===== src/rtl/spi_responder_pkg.sv =====
// Shared types and constants for the SPI responder.
// Holds the frame state enum, synchronizer depth and the width clamp helper.
package spi_responder_pkg;

    localparam int SYNC_STAGES = 2;
    localparam int MAX_WIDTH   = 32;

    typedef enum logic [1:0] {
        WAIT_CS_HIGH,
        IDLE,
        ACTIVE,
        DRAIN
    } state_t;

    // A width of zero, or one beyond the shift register, selects the full register
    function automatic logic [7:0] clamp_width(input logic [7:0] width, input int max_width);
        if (width == 8'd0 || int'(width) > max_width) begin
            return 8'(max_width);
        end
        return width;
    endfunction

endpackage


===== src/rtl/spi_input_sync.sv =====
// Synchronizes CS/SCLK/MOSI into the CLK domain and flags CS/SCLK edges.
// Levels and edge pulses appear 3 CLK cycles after the pin changes.
module spi_input_sync
    import spi_responder_pkg::*;
(
    input  logic i_clk,
    input  logic i_reset,
    input  logic i_cs,
    input  logic i_sclk,
    input  logic i_mosi,
    output logic o_cs,
    output logic o_mosi,
    output logic o_cs_rise,
    output logic o_cs_fall,
    output logic o_sclk_rise,
    output logic o_sclk_fall
);

    // Bit order in every 3-bit group: {cs, sclk, mosi}
    logic [SYNC_STAGES-1:0][2:0] r_sync;
    logic [2:0]                  r_lvl;
    logic [3:0]                  r_edge;
    logic [2:0]                  w_s;

    assign w_s = r_sync[SYNC_STAGES-1];

    always_ff @(posedge i_clk) begin
        if (i_reset) begin
            r_sync <= '0;
            r_lvl  <= '0;
            r_edge <= '0;
        end else begin
            r_sync <= {r_sync[SYNC_STAGES-2:0], {i_cs, i_sclk, i_mosi}};
            r_lvl  <= w_s;
            r_edge <= {w_s[2] & ~r_lvl[2], ~w_s[2] & r_lvl[2],
                       w_s[1] & ~r_lvl[1], ~w_s[1] & r_lvl[1]};
        end
    end

    assign o_cs        = r_lvl[2];
    assign o_mosi      = r_lvl[0];
    assign o_cs_rise   = r_edge[3];
    assign o_cs_fall   = r_edge[2];
    assign o_sclk_rise = r_edge[1];
    assign o_sclk_fall = r_edge[0];

endmodule


===== src/rtl/spi_responder.sv =====
// SPI target: shifts tx_hold out on MISO and returns the MOSI word on DOUT.
// MISO is 4 CLK after the SCLK pin edge; DOUT_VALID is 5 CLK after the last sample edge.
module spi_responder #(
    parameter int MAX_WIDTH = 32
) (
    input  logic                 CLK,
    input  logic                 RESET,
    input  logic                 SPI_CS,
    input  logic                 SPI_SCLK,
    input  logic                 SPI_MOSI,
    output logic                 SPI_MISO,
    output logic                 SPI_MISO_OE,
    input  logic                 CPOL,
    input  logic                 CPHA,
    input  logic [7:0]           MOSI_WIDTH,
    input  logic [7:0]           MISO_WIDTH,
    input  logic [MAX_WIDTH-1:0] TX_DIN,
    input  logic                 TX_WE,
    output logic [MAX_WIDTH-1:0] DOUT,
    output logic                 DOUT_VALID,
    output logic                 ABORT,
    output logic                 BUSY
);
    import spi_responder_pkg::*;

    localparam int IW = $clog2(MAX_WIDTH);

    state_t               r_state, w_state_nxt;
    logic                 w_cs_lvl, w_mosi, w_cs_rise, w_cs_fall, w_sclk_rise, w_sclk_fall;
    logic                 r_cpol, r_cpha;
    logic [7:0]           r_mosi_w, r_miso_w, r_rx_cnt, r_tx_cnt;
    logic [MAX_WIDTH-1:0] r_tx_hold, r_tx_sr, r_rx, r_dout;
    logic                 r_miso, r_oe, r_done_pend, r_dout_valid, r_abort;
    logic                 w_lead, w_trail, w_sample, w_shift;
    logic                 w_start, w_done, w_end, w_abort;
    logic [MAX_WIDTH-1:0] w_rx_shift, w_tx_load;
    logic [7:0]           w_miso_w_in, w_rx_cnt_inc;
    logic [IW-1:0]        w_load_idx, w_tx_idx;

    spi_input_sync u_sync (
        .i_clk       (CLK),
        .i_reset     (RESET),
        .i_cs        (SPI_CS),
        .i_sclk      (SPI_SCLK),
        .i_mosi      (SPI_MOSI),
        .o_cs        (w_cs_lvl),
        .o_mosi      (w_mosi),
        .o_cs_rise   (w_cs_rise),
        .o_cs_fall   (w_cs_fall),
        .o_sclk_rise (w_sclk_rise),
        .o_sclk_fall (w_sclk_fall)
    );

    assign w_lead       = r_cpol ? w_sclk_fall : w_sclk_rise;
    assign w_trail      = r_cpol ? w_sclk_rise : w_sclk_fall;
    assign w_sample     = (r_state == ACTIVE) && (r_cpha ? w_trail : w_lead);
    assign w_shift      = (r_state == ACTIVE || r_state == DRAIN) && (r_cpha ? w_lead : w_trail);
    assign w_rx_cnt_inc = r_rx_cnt + 8'd1;
    assign w_rx_shift   = (r_rx << 1) | MAX_WIDTH'(w_mosi);
    assign w_tx_load    = TX_WE ? TX_DIN : r_tx_hold;
    assign w_miso_w_in  = clamp_width(MISO_WIDTH, MAX_WIDTH);
    assign w_load_idx   = IW'(w_miso_w_in - 8'd1);
    assign w_tx_idx     = IW'(r_miso_w - 8'd1);

    always_ff @(posedge CLK) begin
        if (RESET) r_state <= WAIT_CS_HIGH;
        else       r_state <= w_state_nxt;
    end

    always_comb begin
        w_state_nxt = r_state;
        w_start     = 1'b0;
        w_done      = 1'b0;
        w_end       = 1'b0;
        w_abort     = 1'b0;
        case (r_state)
            WAIT_CS_HIGH: if (w_cs_lvl) w_state_nxt = IDLE;
            IDLE: begin
                if (w_cs_fall) begin
                    w_start     = 1'b1;
                    w_state_nxt = ACTIVE;
                end
            end
            ACTIVE: begin
                // A final sample coinciding with CS rise still completes the word
                if (w_sample && w_rx_cnt_inc == r_mosi_w) begin
                    w_done      = 1'b1;
                    w_state_nxt = DRAIN;
                end
                if (w_cs_rise) begin
                    w_end       = 1'b1;
                    w_abort     = !w_done;
                    w_state_nxt = IDLE;
                end
            end
            DRAIN: begin
                if (w_cs_rise) begin
                    w_end       = 1'b1;
                    w_state_nxt = IDLE;
                end
            end
            default: w_state_nxt = WAIT_CS_HIGH;
        endcase
    end

    always_ff @(posedge CLK) begin
        if (RESET) begin
            r_cpol       <= 1'b0;
            r_cpha       <= 1'b0;
            r_mosi_w     <= '0;
            r_miso_w     <= '0;
            r_rx_cnt     <= '0;
            r_tx_cnt     <= '0;
            r_tx_hold    <= '0;
            r_tx_sr      <= '0;
            r_rx         <= '0;
            r_dout       <= '0;
            r_miso       <= 1'b0;
            r_oe         <= 1'b0;
            r_done_pend  <= 1'b0;
            r_dout_valid <= 1'b0;
            r_abort      <= 1'b0;
        end else begin
            r_done_pend  <= w_done;
            r_dout_valid <= r_done_pend;
            r_abort      <= w_abort;
            if (TX_WE) r_tx_hold <= TX_DIN;
            if (w_done) r_dout <= w_rx_shift;
            if (w_start) begin
                r_cpol   <= CPOL;
                r_cpha   <= CPHA;
                r_mosi_w <= clamp_width(MOSI_WIDTH, MAX_WIDTH);
                r_miso_w <= w_miso_w_in;
                r_rx     <= '0;
                r_rx_cnt <= '0;
                r_oe     <= 1'b1;
                // CPHA=0 puts the first bit on the line before any SCLK edge
                if (CPHA) begin
                    r_tx_sr  <= w_tx_load;
                    r_tx_cnt <= 8'd0;
                    r_miso   <= 1'b0;
                end else begin
                    r_tx_sr  <= w_tx_load << 1;
                    r_tx_cnt <= 8'd1;
                    r_miso   <= w_tx_load[w_load_idx];
                end
            end else if (w_end) begin
                r_oe   <= 1'b0;
                r_miso <= 1'b0;
            end else begin
                if (w_sample) begin
                    r_rx     <= w_rx_shift;
                    r_rx_cnt <= w_rx_cnt_inc;
                end
                if (w_shift) begin
                    if (r_tx_cnt < r_miso_w) begin
                        r_miso   <= r_tx_sr[w_tx_idx];
                        r_tx_sr  <= r_tx_sr << 1;
                        r_tx_cnt <= r_tx_cnt + 8'd1;
                    end else begin
                        r_miso <= 1'b0;
                    end
                end
            end
        end
    end

    assign SPI_MISO    = r_miso;
    assign SPI_MISO_OE = r_oe;
    assign DOUT        = r_dout;
    assign DOUT_VALID  = r_dout_valid;
    assign ABORT       = r_abort;
    assign BUSY        = (r_state == ACTIVE) || (r_state == DRAIN);

endmodule

===== config.mk =====
export PLATFORM = sky130hd
export DESIGN_NAME = spi_responder
export DESIGN_NICKNAME = d
export VERILOG_FILES = /design/src/rtl/spi_responder_pkg.sv /design/src/rtl/spi_input_sync.sv /design/src/rtl/spi_responder.sv
export SDC_FILE = /design/constraint.sdc
export NUM_CORES = 1
export LEC_CHECK = 0
export BUFFER_PORTS_ARGS = -buffer_cell sky130_fd_sc_hd__buf_2
export CAP_MARGIN = 20
export CELL_PAD_IN_SITES_DETAIL_PLACEMENT = 0
export CELL_PAD_IN_SITES_GLOBAL_PLACEMENT = 1
export CORE_MARGIN = 2
export CORE_UTILIZATION = 40
export DETAILED_ROUTE_END_ITERATION = 10
export PLACE_DENSITY = 0.82
export SYNTH_ARGS = -nofsm -noshare
export SYNTH_HDL_FRONTEND = slang
export SYNTH_SLANG_ARGS = --single-unit

===== constraint.sdc =====
create_clock -name CLK -period 3.6 [get_ports CLK]
set_input_delay 0.54 -clock CLK [delete_from_list [all_inputs] [get_ports CLK]]
set_output_delay 0.54 -clock CLK [all_outputs]
set_load 0.02 [all_outputs]

==> results.py <==
metrics = {
    "timing": {
        "finalCritPeriodShare": 0.763,
        "worstMarginPinSlew_ns": 1.01,
        "setup_tns_ns": 0,
        "rsz0062_at_grt": "no",
        "fmax_ghz": 0.364,
        "clock_skew_ns": 0.0124,
        "period_minus_slack_ns": 2.75,
        "finalMaxSlewViolations": 0,
        "relSlewSlack": 0.326,
        "finalSetupViolCount": 0,
        "hold_violations": 0,
    },
    "synth": {
        "yosysUniqueCellTypes": 62,
        "async_flop_share": 0,
        "synth_top_area_frac": 0.429,
        "syn_inst": 935,
        "synth_flop_cell": "dfxtp_1",
        "synth_area_um2": 8460,
        "ys_seq_elements": 181,
        "synth_area_leaders": "dfxtp_1 43%, mux2i_1 11%, nand2_1 6.9%",
        "synth_area_leader_cell": "dfxtp_1",
        "syn_avg_cell_area_um2": 9.04,
        "synth_edf_count": 0,
        "synth_commonest_cells": "181 x dfxtp_1, 155 x nand2_1, 128 x nor2_1",
        "yosysSeqAreaShare": 0.429,
        "yosysMostFrequentCell": "dfxtp_1",
        "synth_nets": 1007,
        "ys_warn_count": 0,
    },
    "finish": {
        "fill_cells": 2008,
        "antenna_cells": 0,
        "drive_above_1_share": 0.176,
        "seqCellArea_um2": 3620,
        "fin_nets": 1072,
        "multiInputGateArea_um2": 4510,
        "design_area_um2": 9730,
        "syn2layout_area_growth_pct": 15.1,
    },
    "power_and_ir_drop": {
        "internal-power_mw": 3.16,
        "p_leak_nw": 3.73,
        "ir_drop_v": 0.000304,
        "p_comb_frac": 0.074,
        "switching_share": 0.248,
        "p_per_area_nw_per_um2": 432,
        "p_sw_mw": 1.04,
        "power_frac_seq": 0.488,
        "clkPwrFrac": 0.438,
    },
    "clock_tree": {
        "cts_hold_buf": 0,
        "clock-sinks": 181,
        "cts_tree": "built",
        "cts_buffers": 17,
        "clk_path_buf_depth": 2,
        "cts-htree-levels": 4,
        "ctsRootBufferMaster": "clkbuf_16",
        "clk_latency_ns": 0.43,
        "post_cts_buffers": 0,
        "clk_pin_slew_worst_paths_ns": 0.07,
        "cts_resized": 0,
    },
    "run": {
        "cap_viol_max_count": 0,
    },
    "detailed_routing": {
        "wl_per_cell_um": 15.5,
        "postRouteWirelength_mm": 19.9,
        "vias_per_cell": 5.21,
        "dr_total_vias": 6711,
        "drt_iter0_drc": 441,
        "drc_errors": 0,
        "final_antenna_net_count": 0,
        "dr.pass1.iters": 7,
    },
    "hold_path": {
        "whs_endpoint": "u_sync.r_sync[0]$_SDFF_PP0_",
        "hp-start": "SPI_MOSI",
        "hold_path_class": "input pin to register",
        "holdPathStages": 2,
    },
    "critical_path": {
        "crit_path_end_kind": "register",
        "path_max_fanout": 23,
        "rrSetupSlack_ns": 0.90,
        "start_kind": "input pin",
        "critical_path_required_ns": 3.90,
        "r2r-start": "r_miso_w[0]$_SDFFE_PP0P_",
        "crit_path_start": "MISO_WIDTH[5]",
        "worstRegToRegCells": 9,
        "cp_data_arrival_time_ns": 3.05,
        "r2r_end": "SPI_MISO$_SDFFE_PP0P_",
        "worst-setup-path-type": "input pin to register",
    },
    "global_routing": {
        "grt_pass1_vias": 6175,
        "grt_util_met2": 0.264,
        "overflow": 0,
        "grt_pass1_wl_mm": 32.6,
        "global_route.peak_usage_layer": "met1",
        "use_met3": 0.0370,
        "grtUsageMet1": 0.273,
        "grt_max_degree": 57,
        "track_usage": 0.183,
        "antenna_found_initial": 0,
    },
    "floorplan": {
        "initial_core_util": 0.405,
        "dieWidth_um": 149,
        "die_area_um2": 22300,
        "num_io_pins": 93,
        "die_h_um": 149,
        "rows": 53,
        "core-area_um2": 20900,
    },
    "placement": {
        "placed_area_um2": 9150,
        "dp_hpwl_mm": 13.9,
        "gp_congestion": 0.895,
        "port_buffers": 92,
    },
    "status": {
        "status": "completed",
    },
}
final cells by class:
type	count	share of cell area
tap	275	0.0354
inverter	19	0.00733
timing repair buffer	110	0.0614
multi-input combinational	671	0.464
sequential	181	0.372
clock inverter	13	0.0144
clock buffer	19	0.0455
power groups by stage:
stage / combinational, mW / clock, mW / sequential (mW)
after floorplan: 0.214 / 0 / 2.09
after detailed placement: 0.311 / 0 / 2.10
after CTS: 0.312 / 1.88 / 2.05
after global routing: 0.343 / 1.97 / 2.05
after global placement: 0.305 / 0 / 2.10
final: 0.312 / 1.84 / 2.05
sequential cells by signal, indices dropped and copies added, names as in the netlist:
| register | count |
|---|---|
| DOUT | 32 |
| r_tx_hold | 32 |
| r_tx_sr | 32 |
| r_rx | 31 |
| r_miso_w | 8 |
| r_mosi_w | 8 |
| r_rx_cnt | 8 |
| r_tx_cnt | 8 |
| u_sync.r_edge | 4 |
| u_sync.r_lvl | 3 |
| u_sync.r_sync | 3 |
| u_sync.w_s | 3 |
| r_state | 2 |
| ABORT | 1 |
| DOUT_VALID | 1 |
| SPI_MISO | 1 |
| SPI_MISO_OE | 1 |
| r_cpha | 1 |
| r_cpol | 1 |
| r_done_pend | 1 |
worst max-delay path, cell delays in order:
cell      delay (ns)
buf_2           0.13
nor4b_4         0.30
clkinv_1        0.30
ha_1            0.35
xnor2_2         0.16
buf_4           0.30
mux2_2          0.38
o31ai_1         0.19
nor4_1          0.07
o221ai_1        0.21
nand3_1         0.10
per-layer routing:
| layer | part of all wire | wire (µm) |
|---|---|---|
| met5 | 0 | 0 |
| met4 | 0.015 | 297 |
| met3 | 0.049 | 979 |
| met2 | 0.43 | 8620 |
| met1 | 0.50 | 10000 |
logic make-up (layout without fill, tap and decap cells):
group,after synthesis,after routing,synth area share
and+or+nand+nor,365,365,0.192
AOI/OAI and AO/OA,144,144,0.122
DFF,181,181,0.429
buffers and inverters,83,161,0.0416
xor gates and xnor gates,29,29,0.0300
muxes,117,117,0.162
adders and majority gates,16,16,0.0237
per-stage QoR:
| step | setup slack [ns] | hold WS (ns) | total power, mW | cells | utilization |
|---|---|---|---|---|---|
| after floorplan | 0.406 | 0.383 | 2.31 | 935 | - |
| after global placement | 0.522 | 0.392 | 2.40 | 1256 | 0.438 |
| after detailed placement | 0.433 | 0.398 | 2.41 | 1256 | 0.438 |
| after CTS | 0.877 | 0.314 | 4.25 | 1288 | 0.466 |
| after global routing | 0.689 | 0.320 | 4.37 | 1288 | 0.466 |
| final | 0.852 | 0.322 | 4.20 | 1288 | 0.466 |
worst max-delay path by stage:
stage                             to  slack [ns]  depth (start not counted)
2_1_floorplan  SPI_MISO$_SDFFE_PP0P_        0.41                         10
3_3_place_gp   SPI_MISO$_SDFFE_PP0P_        0.52                         11
3_5_place_dp   SPI_MISO$_SDFFE_PP0P_        0.43                         11
4_1_cts        SPI_MISO$_SDFFE_PP0P_        0.88                          9
5_1_grt        SPI_MISO$_SDFFE_PP0P_        0.69                         11
6_report       SPI_MISO$_SDFFE_PP0P_        0.85                         11
cells in the final DEF, fill, tap and decap left out, types with 3 or more instances in the layout:
| cell | instances |
|---|---|
| a211oi_1 | 10 |
| a21oi_1 | 52 |
| nand3_1 | 12 |
| inv_1 | 18 |
| xnor2_1 | 15 |
| mux2i_1 | 93 |
| o211ai_1 | 4 |
| nand2_1 | 154 |
| buf_2 | 91 |
| clkinv_4 | 3 |
| dfxtp_1 | 181 |
| mux4_2 | 15 |
| mux2_2 | 9 |
| nand2b_1 | 6 |
| clkbuf_16 | 17 |
| ha_1 | 16 |
| and3_1 | 3 |
| inv_6 | 5 |
| nor2b_1 | 21 |
| a31oi_1 | 4 |
| nor2_1 | 128 |
| nor3b_1 | 4 |
| nor3_1 | 10 |
| nand4_1 | 6 |
| a22o_1 | 5 |
| and2_1 | 5 |
| xor2_1 | 13 |
| o21ai_0 | 9 |
| a311oi_1 | 31 |
| buf_4 | 19 |
Power figures use the tool's default switching activity.
